## src/rtl/snes_poll_scheduler.sv

```systemverilog
// -----------------------------------------------------------------------------
// snes_poll_scheduler
//
// Drives the shared SNES pad serial bus (LATCH / PULSE) for two pads and
// captures both 12-button words during one poll, so both snapshots come from
// identical bus edges. Polls start periodically (ENABLE + period timer) or on
// demand (START). Requests that cannot start immediately collapse into a
// single pending poll.
//
// Parameters:
//   LATCH_CYC  LATCH high width in clock cycles (>=1)
//   HALF_CYC   PULSE low / high phase width in clock cycles (>=1)
//   POLL_CYC   auto-poll period in clock cycles (>=2)
//
// Ports:
//   CLOCK      system clock
//   RESET_N    asynchronous active-low reset
//   ENABLE     enables periodic auto-polling
//   START      single-cycle on-demand poll request
//   DATA1/2    serial pad data, active-low, already synchronised
//   LATCH      shared pad latch, active-high
//   PULSE      shared pad serial clock, idles high
//   BUSY       high while a poll is in progress
//   VALID      one-cycle strobe when BUTTONS1/2 are updated
//   CHANGED    one-cycle strobe with VALID when either word changed
//   BUTTONS1/2 published button words, 1 = pressed,
//              bit0..11 = B,Y,Select,Start,Up,Down,Left,Right,A,X,L,R
//
// Build option: define SNES_POLL_CHANGE_EN to build the CHANGED detector;
// otherwise CHANGED is tied low.
// -----------------------------------------------------------------------------
module snes_poll_scheduler #(
   parameter int LATCH_CYC = 600,
   parameter int HALF_CYC  = 300,
   parameter int POLL_CYC  = 833333
) (
   input  logic        CLOCK,
   input  logic        RESET_N,
   input  logic        ENABLE,
   input  logic        START,
   input  logic        DATA1,
   input  logic        DATA2,
   output logic        LATCH,
   output logic        PULSE,
   output logic        BUSY,
   output logic        VALID,
   output logic        CHANGED,
   output logic [11:0] BUTTONS1,
   output logic [11:0] BUTTONS2
);

   localparam int MAX_CYC = (LATCH_CYC > HALF_CYC) ? LATCH_CYC : HALF_CYC;
   localparam int CW      = (MAX_CYC > 1) ? $clog2(MAX_CYC) : 1;
   localparam int TW      = $clog2(POLL_CYC);

   localparam logic [CW-1:0] LATCH_LAST = CW'(LATCH_CYC - 1);
   localparam logic [CW-1:0] HALF_LAST  = CW'(HALF_CYC - 1);
   localparam logic [TW-1:0] POLL_LAST  = TW'(POLL_CYC - 1);

   typedef enum logic [2:0] {
      S_IDLE,
      S_LATCH,
      S_LOW,
      S_HIGH,
      S_DONE
   } state_t;

   state_t         state_q, state_d;
   logic [CW-1:0]  phase_q, phase_d;
   logic [3:0]     bit_q, bit_d;
   logic [15:0]    shift1_q, shift1_d;
   logic [15:0]    shift2_q, shift2_d;
   logic           pend_q, pend_d;
   logic [TW-1:0]  timer_q;
   logic           tick;
   logic           req;

   logic           latch_q, pulse_q, busy_q, valid_q;
   logic [11:0]    buttons1_q, buttons2_q;

   // Free-running period timer; it never waits for the FSM so the poll rate
   // stays locked to the period even when polls are delayed.
   always_ff @(posedge CLOCK or negedge RESET_N) begin
      if (!RESET_N) begin
         timer_q <= '0;
      end else if (timer_q == POLL_LAST) begin
         timer_q <= '0;
      end else begin
         timer_q <= timer_q + TW'(1);
      end
   end

   assign tick = (timer_q == POLL_LAST) & ENABLE;
   assign req  = START | tick;

   always_comb begin
      state_d  = state_q;
      phase_d  = phase_q;
      bit_d    = bit_q;
      shift1_d = shift1_q;
      shift2_d = shift2_q;
      pend_d   = pend_q;

      // Any request arriving during a poll is remembered as one pending poll.
      if (state_q != S_IDLE) begin
         pend_d = pend_q | req;
      end

      case (state_q)
         S_IDLE: begin
            if (pend_q | req) begin
               state_d = S_LATCH;
               phase_d = '0;
               // A pending-launched poll consumes the flag; a fresh request in
               // that same cycle still needs a poll of its own.
               pend_d  = pend_q & req;
            end
         end
         S_LATCH: begin
            if (phase_q == LATCH_LAST) begin
               state_d = S_LOW;
               phase_d = '0;
               bit_d   = '0;
            end else begin
               phase_d = phase_q + CW'(1);
            end
         end
         S_LOW: begin
            if (phase_q == HALF_LAST) begin
               // Sample at the end of the low phase, just before the rising
               // edge that makes the pads shift to the next bit.
               shift1_d[bit_q] = ~DATA1;
               shift2_d[bit_q] = ~DATA2;
               state_d         = S_HIGH;
               phase_d         = '0;
            end else begin
               phase_d = phase_q + CW'(1);
            end
         end
         S_HIGH: begin
            if (phase_q == HALF_LAST) begin
               phase_d = '0;
               if (bit_q == 4'd15) begin
                  state_d = S_DONE;
               end else begin
                  bit_d   = bit_q + 4'd1;
                  state_d = S_LOW;
               end
            end else begin
               phase_d = phase_q + CW'(1);
            end
         end
         S_DONE: begin
            state_d = S_IDLE;
         end
         default: begin
            state_d = S_IDLE;
         end
      endcase
   end

   // Outputs are registered from the next state so they line up exactly with
   // the state they describe.
   always_ff @(posedge CLOCK or negedge RESET_N) begin
      if (!RESET_N) begin
         state_q    <= S_IDLE;
         phase_q    <= '0;
         bit_q      <= '0;
         shift1_q   <= '0;
         shift2_q   <= '0;
         pend_q     <= 1'b0;
         latch_q    <= 1'b0;
         pulse_q    <= 1'b1;
         busy_q     <= 1'b0;
         valid_q    <= 1'b0;
         buttons1_q <= '0;
         buttons2_q <= '0;
      end else begin
         state_q  <= state_d;
         phase_q  <= phase_d;
         bit_q    <= bit_d;
         shift1_q <= shift1_d;
         shift2_q <= shift2_d;
         pend_q   <= pend_d;
         latch_q  <= (state_d == S_LATCH);
         pulse_q  <= (state_d != S_LOW);
         busy_q   <= (state_d != S_IDLE);
         valid_q  <= (state_d == S_DONE);
         // Only a completed poll publishes; bits 12..15 are discarded.
         if (state_d == S_DONE) begin
            buttons1_q <= shift1_q[11:0];
            buttons2_q <= shift2_q[11:0];
         end
      end
   end

`ifdef SNES_POLL_CHANGE_EN
   logic changed_q;

   // The published words are the "previous" words at the moment of DONE.
   always_ff @(posedge CLOCK or negedge RESET_N) begin
      if (!RESET_N) begin
         changed_q <= 1'b0;
      end else begin
         changed_q <= (state_d == S_DONE) &&
                      ((shift1_q[11:0] != buttons1_q) ||
                       (shift2_q[11:0] != buttons2_q));
      end
   end

   assign CHANGED = changed_q;
`else
   assign CHANGED = 1'b0;
`endif

   assign LATCH    = latch_q;
   assign PULSE    = pulse_q;
   assign BUSY     = busy_q;
   assign VALID    = valid_q;
   assign BUTTONS1 = buttons1_q;
   assign BUTTONS2 = buttons2_q;

endmodule

```

## config.mk

```make
export PLATFORM = sky130hd
export DESIGN_NAME = snes_poll_scheduler
export DESIGN_NICKNAME = d
export VERILOG_FILES = /design/src/rtl/snes_poll_scheduler.sv
export SDC_FILE = /design/constraint.sdc
export NUM_CORES = 1
export LEC_CHECK = 0
export CORE_ASPECT_RATIO = 0.75
export CORE_MARGIN = 2
export CORE_UTILIZATION = 40
export DETAILED_ROUTE_END_ITERATION = 16
export GPL_ROUTABILITY_DRIVEN = 0
export SLEW_MARGIN = 20
export SYNTH_ARGS = -nofsm -noshare
export SYNTH_HDL_FRONTEND = slang
export SYNTH_SLANG_ARGS = --single-unit
```

## constraint.sdc

```tcl
create_clock -name CLOCK -period 3.4 [get_ports CLOCK]
set_input_delay 0.51 -clock CLOCK [delete_from_list [all_inputs] [get_ports CLOCK]]
set_output_delay 0.51 -clock CLOCK [all_outputs]
set_load 0.1 [all_outputs]
```

* After elaboration in Yosys (flattened, before gate mapping)
Cells that the tools add are included.
** Storage, ports and cells
- Bits in registers :: 98
- Logic and storage cells :: 70
** Operators by class
- Add/subtract/negate cells :: 3
- $lt $le $gt $ge :: 2
- Eq/ne operators :: 14
- Mux-type cells :: 22
- Bitwise gates (word level) :: 6
- Reductions and logical operators :: 10
** Operator list (count)
- bitwise mux 16 bit :: 2
- two-way mux 10 bit :: 3
- case mux 10 bit (3 select lines) :: 1
- adder 20 x 1 -> 20 bit (second input constant) :: 1
- == test 20 bit (second input constant) :: 1
- two-way mux 20 bit :: 1
- two-way mux 3 bit :: 5
- two-way mux 4 bit :: 3
- case mux 3 bit (4 select lines) :: 1
- adder 10 x 1 -> 10 bit (second input constant) :: 1
- == test 10 bit (second input constant) :: 1
- == test 10 x 9 -> 1 bit (second input constant) :: 1
- nonzero test 3 bit :: 3
- inequality test 2 bit (second input constant) :: 4
- case mux 4 bit (2 select lines) :: 1
- == test 3 x 1 -> 1 bit (second input constant) :: 2
- == test 3 x 2 -> 1 bit (second input constant) :: 2
- < comparator 4 x 5 -> 1 bit (second input constant) :: 1
- adder 4 x 1 -> 4 bit (second input constant) :: 1
- demux 1 bit (select 4 bit) :: 1
- == test 4 bit (second input constant) :: 1
- >= comparator 4 x 1 -> 1 bit (second input constant) :: 1
- two-way mux 1 bit :: 4
- AND reduction 2 bit :: 2
- 10 further kinds :: 13

* Depth between registers and ports, before layout
Gate-level depths: netlist (run 1).
- Word-level depth :: 7
- Depth in mapped cells :: 8

* Worst setup path before layout (run 1)
No wires, ideal clock.
- Path kind :: register to register
- Start point :: register timer_q[0]
- End point :: register phase_q[9]
- Arrival :: 1.949 ns
- Data required time :: 3.274 ns
- Slack :: 1.325 ns
- Cell stages (with the launch flop) :: 8
- Path buffers :: 0
- Path through :: dfrtp_1 -> inv_1 -> ha_1 -> nand4b_1 -> or4_1 -> nor4_4 -> o21ai_2 -> a221o_1
** On the way
- Longest elaborated chain between the ends :: 6
** RTL lines
- start, declared :: RTL line 74 : logic [TW-1:0] timer_q;
- start signal, assigned :: RTL line 89 : timer_q <= timer_q + TW'(1);
- == test 20 bit :: RTL line 93 : assign tick = (timer_q == POLL_LAST) & ENABLE;
- AND 1 bit :: RTL line 93
- OR 1 bit :: RTL line 94 : assign req = START | tick;
- OR 1 bit :: RTL line 111 : if (pend_q | req) begin
- inequality test 2 bit (no line)
- AND reduction 2 bit (no line)
- end signal, assigned :: RTL line 180 : phase_q <= phase_d;
- end, declared :: RTL line 69 : logic [CW-1:0] phase_q, phase_d;
No other way between the ends.
A chain may end at the register's enable or synchronous reset.

* Final worst setup path (run 1)
- Start point :: register phase_q[0]
- End point :: register phase_q[2]
** On the way
- Longest elaborated chain between the ends :: 3
** RTL lines
- adder 10 x 1 -> 10 bit (tied with other cells) :: RTL line 125, 137, 150
- two-way mux 10 bit, on equally long branches :: RTL line 129, 141, 120
- case mux 10 bit (3 select lines) * :: RTL line 109 : case (state_q)
Every way passes the cells marked *; elsewhere a longest branch is shown, timed or not.

==> results of run 1 <==
==> layout make-up <==
cell class              count  share of cell area
clock buffers              11             0.04716
clock inverters             5            0.007860
inverters                  32             0.02434
multi-input cells         233              0.3560
flip-flops and latches     90              0.4566
well taps                 136             0.03448
repair buffers             38             0.07353
==> kinds of logic after synthesis <==
kind of cell             synth area share
multiplexers                       0.1247
other                           0.0008984
adder cells (fa/ha/maj)           0.02098
AO/OA/AOI/OAI                     0.06056
buffers and inverters             0.04077
XOR/XNOR                          0.03987
flip-flops                         0.5399
AND/OR/NAND/NOR                    0.1724
==> critical path, delay by kind of cell, from the launching register on <==
family	cells	cell delay, ns
buffers and inverters	1	0.33
adder cells (fa/ha/maj)	1	0.23
AO/OA/AOI/OAI	3	0.83
AND/OR/NAND/NOR	2	0.62
flip-flops	1	0.38
==> flip-flops by register name, indices dropped and copies added, names as in the netlist <==
register and flops:
BUTTONS1 12, bit_q 4, state_q 3, phase_q 10, shift1_q 12, BUSY 1, pend_q 1, VALID 1
LATCH 1, PULSE 1, timer_q 20, shift2_q 12, BUTTONS2 12
==> routing by layer <==
metal | vias up | part of all wire | GRT usage
li1 | 1349 | - | -
met1 | 1350 | 0.52 | 0.2363
met2 | 34 | 0.43 | 0.2207
met3 | 9 | 0.042 | 0.04865
met4 | 0 | 0.010 | 0.04885
met5 | - | 0 | 0
==> path summary, 6_finish.rpt <==
kind                               endpoint  slack [ns]
worst max-delay path             phase_q[2]        0.90
worst min-delay path            BUTTONS2[9]        0.19
worst max register to register   phase_q[2]        0.90
worst min register to register  timer_q[19]        0.48
max in group asynchronous        phase_q[6]        2.48
min in group CLOCK              timer_q[19]        0.48
==> power groups by stage <==
stage / sequential (mW) / clock [mW] / combinational [mW]
6_report: 1.09 / 0.916 / 0.0483
5_1_grt: 1.09 / 0.996 / 0.0566
4_1_cts: 1.09 / 0.945 / 0.0506
3_5_place_dp: 1.11 / 0 / 0.0500
3_3_place_gp: 1.11 / 0 / 0.0497
2_1_floorplan: 1.10 / 0 / 0.0172
==> cells in the final DEF, fill, tap and decap left out, types with 3 or more instances in the layout <==
| master | Yosys | layout |
|---|---|---|
| clkdlybuf4s50_1 | 0 | 31 |
| inv_1 | 32 | 32 |
| nor3b_4 | 3 | 3 |
| clkinvlp_4 | 0 | 4 |
| nor3_1 | 9 | 9 |
| and3_1 | 6 | 6 |
| xor2_1 | 11 | 11 |
| nand4_1 | 6 | 6 |
| a211o_1 | 3 | 3 |
| mux2_2 | 24 | 24 |
| dfrtp_1 | 89 | 89 |
| or4_1 | 3 | 3 |
| nand2_1 | 17 | 17 |
| ha_1 | 7 | 7 |
| nand2b_1 | 7 | 7 |
| o21ai_0 | 9 | 9 |
| mux2i_1 | 25 | 25 |
| clkbuf_16 | 0 | 9 |
| nor2_1 | 25 | 25 |
| nand3_1 | 19 | 19 |
| a21o_1 | 3 | 3 |
| a22o_1 | 3 | 3 |
| xnor2_1 | 8 | 8 |
| buf_4 | 1 | 7 |
| nor4_1 | 5 | 5 |
| a21oi_1 | 5 | 5 |
==> through the flow <==
step                        util  total power [mW]  instances
after floorplan                -             1.121        366
after global placement    0.4567             1.155        529
after detailed placement  0.4567             1.155        529
after CTS                 0.4833             2.081        545
after global routing      0.4833             2.138        545
final                     0.4833             2.050        545
==> impl_metrics.tcl, run 1 <==
set metrics [dict create \
    cts_sinks 90 \
    cp_slowest_stage_delay_ns 0.41 \
    ctsHtreeMaxLevel 3 \
    synth_async_reset_ratio 1.000 \
    routedWlPerCell_um 14.76 \
    cts-buffers-inserted 9 \
    area_growth_syn_to_layout_pct 18.23 \
    internal_power_mw 1.590 \
    io_pins 35 \
    yosysUniqueCellTypes 53 \
    yosys.area.top_type "dfrtp_1" \
    core_area_mm2 0.01021 \
    vias_per_cell 5.031 \
    status "complete, no violations" \
    syn_nets 379 \
    count_leader_synth "dfrtp_1" \
    tritoncts_clock_tree "done" \
    layout-drive-gt1-share 0.1443 \
    critPathKind "flip-flop to flip-flop" \
    max_slew.worst_pin.slew_ns 0.9819 \
    worstSetupStartpointType "flip-flop" \
    first_global_vias 2760 \
    design.final.nets 417 \
    share_of_the_clock_period_used_by_the_worst_path 0.7344 \
    max_freq_mhz 400.5 \
    fp.dieArea_mm2 0.01128 \
    crit_path_cell_trace "ha_1 -> and3_1 -> nand4b_1 -> buf_4 -> a21oi_1 -> o221ai_1 -> a21o_1" \
    worst_r2r_src "phase_q[0]" \
    synth-edff-count 0 \
    route.detailed.drc 0 \
    final_cell_area_mm2 0.004935 \
    r2r.worst_path.cells 7 \
    clkTransAtPathRegs_ns 0.06 \
    antenna_left 0 \
    cts_hold_buffers 0 \
    ys.flop_type "dfrtp_1" \
    dr_total_vias 2742 \
    synth_top_area_share 0.5336 \
    timing.hold.worst.class "input port to async pin" \
    total_placed_instance_area_mm2 0.004663 \
    cts.path.max_buffers 2 \
    syn-cell-area_mm2 0.004174 \
    quantity_of_i_o_buffers_inserted_on_ports 33 \
    cts_repair_resize_count 0 \
    max_cap_violations 0 \
    finalWirelength_um 8046 \
    pwr-share-comb 0.024 \
    initial_util 0.4088 \
    worstPathArrival_ns 2.73 \
    minimum_clock_period_after_layout_ns 2.497 \
    antennaDiodeCount 0 \
    switchingPower_uw 459.6 \
    tns_ns 0 \
    grt_use_total 0.1589 \
    final.setup.worst_slack_ns 0.9031 \
    crit_fanout 8 \
    slew-limit-headroom 0.3434 \
    die_w_um 122.0 \
    critical_path.slowest_cell "a21oi_1" \
    power.density_cell_area_mw_per_mm2 415.4 \
    sequential_cell_area_mm2 0.002253 \
    rsz0062_at_grt "false" \
    finalSetupViolations 0 \
    hold_slack_ns 0.1944 \
    filler_cell_count 968 \
    max-vdd-ir-drop_uv 241.8 \
    ys_top_cells_by_count "dfrtp_1, inv_1, mux2i_1, nor2_1, mux2_2" \
    synth.ff_latch_count 90 \
    detailedRoute.firstPassIterationCount 4 \
    post_cts.repair.setup_buffers 0 \
    leakage_nw 2.301 \
    grt_first_pass_wirelength_um 13860 \
    final_max_slew_viol_count 0 \
    die-height_um 92.47 \
    detailedPlacementHpwl_um 5569 \
    yosys-top-cells-area "dfrtp_1, mux2_2, mux2i_1" \
    grt_overflow 0 \
    cp_data_required_time_ns 3.63 \
    worstSetupStartpoint "phase_q[0]" \
    clock_skew_ns 0.005417 \
    multi_input_comb_area_mm2 0.001757 \
    grt_max_degree 53 \
    synth-seq-area-share 0.5399 \
    per_instance_average_area_after_synthesis_um2 11.40 \
    post_synth_inst_count 366 \
    power_frac_clock 0.447 \
    pre_cts_slack_ns 0.9397 \
    insertion_delay_ns 0.34 \
    clockRootBuffer "clkbuf_16" \
    initial_antenna_violation_count 0 \
    drtIter0Drc 141 \
    ys_warn_count 0 \
    switching_share 0.2242 \
    placementRows 32 \
    finalHoldViolCount 0 \
    power.sequential.fraction 0.529 \
    worstSetupEndpointType "flip-flop" \
]
No activity file was read; power rests on OpenSTA's default activity.
==> inputs of run 2 (changes only) <==
==> constraint.sdc (replaced) <==
create_clock -name CLOCK -period 2.3 [get_ports CLOCK]
set_input_delay 0.345 -clock CLOCK [delete_from_list [all_inputs] [get_ports CLOCK]]
set_output_delay 0.345 -clock CLOCK [all_outputs]
set_load 0.1 [all_outputs]
==> run 2 against run 1 <==
  * Sequential power rose by 47%
  * Die area did not move
  * Worst hold slack better by 0.30 ns
  * Critical path depth unchanged
  * Register-to-register slack lost 0.74 ns
  * Combinational power rose by 55%
  * Setup slack got worse by 0.74 ns
  * First-iteration DRC count increased by 12%
  * Cell count increased by 1.1%
  * Via count is 1.9% higher
  * Critical path type unchanged
  * Largest cell class unchanged
==> impl_metrics.tcl, run 2 (synthesized netlist as in run 1, its figures left out) <==
set metrics [dict create \
    status "complete, no violations" \
    drtIter0Drc 158 \
    most-common-layout-cells "dfrtp_1, buf_4, inv_1, nor2_1, mux2i_1" \
    detailedPlacementHpwl_um 5566 \
    regToRegSetupSlack_ns 0.17 \
    fp.dieArea_mm2 0.01128 \
    worstPathArrival_ns 2.35 \
    post_layout_nonfiller_instances 551 \
    layout-drive-gt1-share 0.2241 \
    leakage_nw 2.438 \
    power.sequential.fraction 0.482 \
    worstSetupStartpointType "flip-flop" \
    power_frac_clock 0.496 \
    hold_slack_ns 0.4943 \
    power.density_cell_area_mw_per_mm2 663.0 \
    largest_register "timer_q" \
    slew-limit-headroom 0.6477 \
    placed_cells_incl_taps 534 \
    max-vdd-ir-drop_uv 305.3 \
    r2r-end "phase_q[9]" \
    finalHoldViolCount 0 \
    critPathKind "flip-flop to flip-flop" \
    cts-buffers-inserted 9 \
    worstSetupEndpointType "flip-flop" \
    clock_skew_ns 0.007164 \
    tritoncts_clock_tree "done" \
    worst_hold_path.endpoint "timer_q[7]" \
    post_cts.repair.setup_buffers 0 \
    route.detailed.drc 0 \
    timing.hold.worst.class "flip-flop to flip-flop" \
    grt_overflow 0 \
    max_freq_mhz 468.6 \
    finalSetupViolations 0 \
    grt_use_total 0.1539 \
    placementRows 32 \
    quantity_of_i_o_buffers_inserted_on_ports 33 \
    hold_path_origin "timer_q[7]" \
    initial_antenna_violation_count 0 \
    r2r.worst_path.cells 7 \
    detailedRoute.firstPassIterationCount 4 \
    tns_ns 0 \
    io_pins 35 \
    area_growth_syn_to_layout_pct 20.41 \
    mostFrequentLayoutCell "dfrtp_1" \
    final_core_utilization 0.4923 \
    max_slew.worst_pin.slew_ns 0.5236 \
    dr_total_vias 2794 \
    minimum_clock_period_after_layout_ns 2.134 \
    filler_cell_count 935 \
    grt_first_pass_wirelength_um 13570 \
    pwr-share-comb 0.023 \
    die-height_um 92.47 \
    hold-path-cell-count 1 \
    antenna_left 0 \
    antennaDiodeCount 0 \
    cts_sinks 90 \
    total_placed_instance_area_mm2 0.004671 \
    design.final.nets 423 \
    clockRootBuffer "clkbuf_16" \
    largest_reg_flops 20 \
    final_max_slew_viol_count 0 \
    initial_util 0.4088 \
    max_cap_violations 0 \
    rsz0062_at_grt "false" \
    finalWirelength_um 7929 \
    share_of_the_clock_period_used_by_the_worst_path 0.9278 \
    first_global_vias 2631 \
    grt_max_degree 37 \
    insertion_delay_ns 0.33 \
    ctsHtreeMaxLevel 3 \
    core_area_mm2 0.01021 \
    vias_per_cell 5.071 \
    worst_r2r_src "timer_q[0]" \
    crit_fanout 8 \
    cp_data_required_time_ns 2.52 \
    die_w_um 122.0 \
    switching_share 0.1973 \
    cts.path.max_buffers 2 \
    final_cell_area_mm2 0.005026 \
    routedWlPerCell_um 14.39 \
    switchingPower_uw 657.5 \
    internal_power_mw 2.675 \
    clkTransAtPathRegs_ns 0.06 \
]
run 2: cell types whose count changed in the layout (fill, tap and decap cells not counted), sizes merged:
| cell | previous run | this run |
|---|---|---|
| dlygate4sd3 | 0 | 1 |
| inv | 33 | 32 |
| clkinv | 0 | 3 |
| buf | 7 | 39 |
| clkbuf | 11 | 10 |
| clkdlybuf4s50 | 31 | 4 |
| clkinvlp | 4 | 0 |
| bufinv | 0 | 3 |
run 2: cell type report:
cell class                 count  area (um^2)  area share
multi-input combinational    233         1768      0.3518
clock inverter                 6        105.1     0.02091
inverter                      32        120.1     0.02390
tap                          136        170.2     0.03386
clock buffer                  10        229.0     0.04556
timing repair buffer          44        380.4     0.07568
sequential                    90         2253      0.4483
run 2: layer usage:
layer,global-route usage,part of all wire,vias up
li1,-,-,1373
met1,0.2337,0.52,1365
met2,0.2137,0.43,50
met3,0.04372,0.039,6
met4,0.04023,0.0091,0
met5,0,0,-
run 2: worst max-delay path by stage:
stage / from / to / slack (ns) / cells past startpoint
after floorplan: timer_q[0] / phase_q[9] / 0.23 / 7
after global placement: timer_q[0] / phase_q[9] / 0.18 / 7
after detailed placement: phase_q[0] / shift1_q[2] / 0.14 / 6
after CTS: phase_q[0] / shift2_q[2] / 0.14 / 6
after global routing: phase_q[0] / shift1_q[4] / 0.01 / 7
final: timer_q[0] / phase_q[9] / 0.17 / 7
run 2: stage by stage:
step	setup slack [ns]	power [mW]
floorplan	0.2252	1.657
global placement	0.1804	1.710
detailed placement	0.1436	1.712
CTS	0.1405	3.378
global route	0.01288	3.450
finish	0.1661	3.332
run 2: critical path: stages (launching register included):
cell	delay, ns
dfrtp_1	0.41
inv_1	0.07
ha_1	0.14
nand4b_1	0.08
or4_1	0.45
nor4_4	0.29
o21ai_2	0.20
a221o_1	0.37
run 2: timing repair:
action / in CTS / in global routing
hold buffers: 1 / 0
gates resized for setup: 0 / 2
setup endpoints to repair: 0 / 17
endpoints found under the hold margin: 33 / 0
run 2: power by group through the flow:
stage | registers (mW) | clock network (mW) | logic (mW)
detailed placement | 1.63 | 0 | 0.0779
finish | 1.60 | 1.65 | 0.0751
floorplan | 1.63 | 0 | 0.0254
global placement | 1.63 | 0 | 0.0761
global route | 1.60 | 1.76 | 0.0872
CTS | 1.60 | 1.69 | 0.0797
==> inputs of run 3 (changes only) <==
--- a/config.mk
+++ b/config.mk
@@ -9,7 +9,6 @@
 export CORE_MARGIN = 2
 export CORE_UTILIZATION = 40
 export DETAILED_ROUTE_END_ITERATION = 16
-export GPL_ROUTABILITY_DRIVEN = 0
 export SLEW_MARGIN = 20
 export SYNTH_ARGS = -nofsm -noshare
 export SYNTH_HDL_FRONTEND = slang
==> results of run 3 <==
No change in the layout: final DEF, timing and power equal those of run 2.
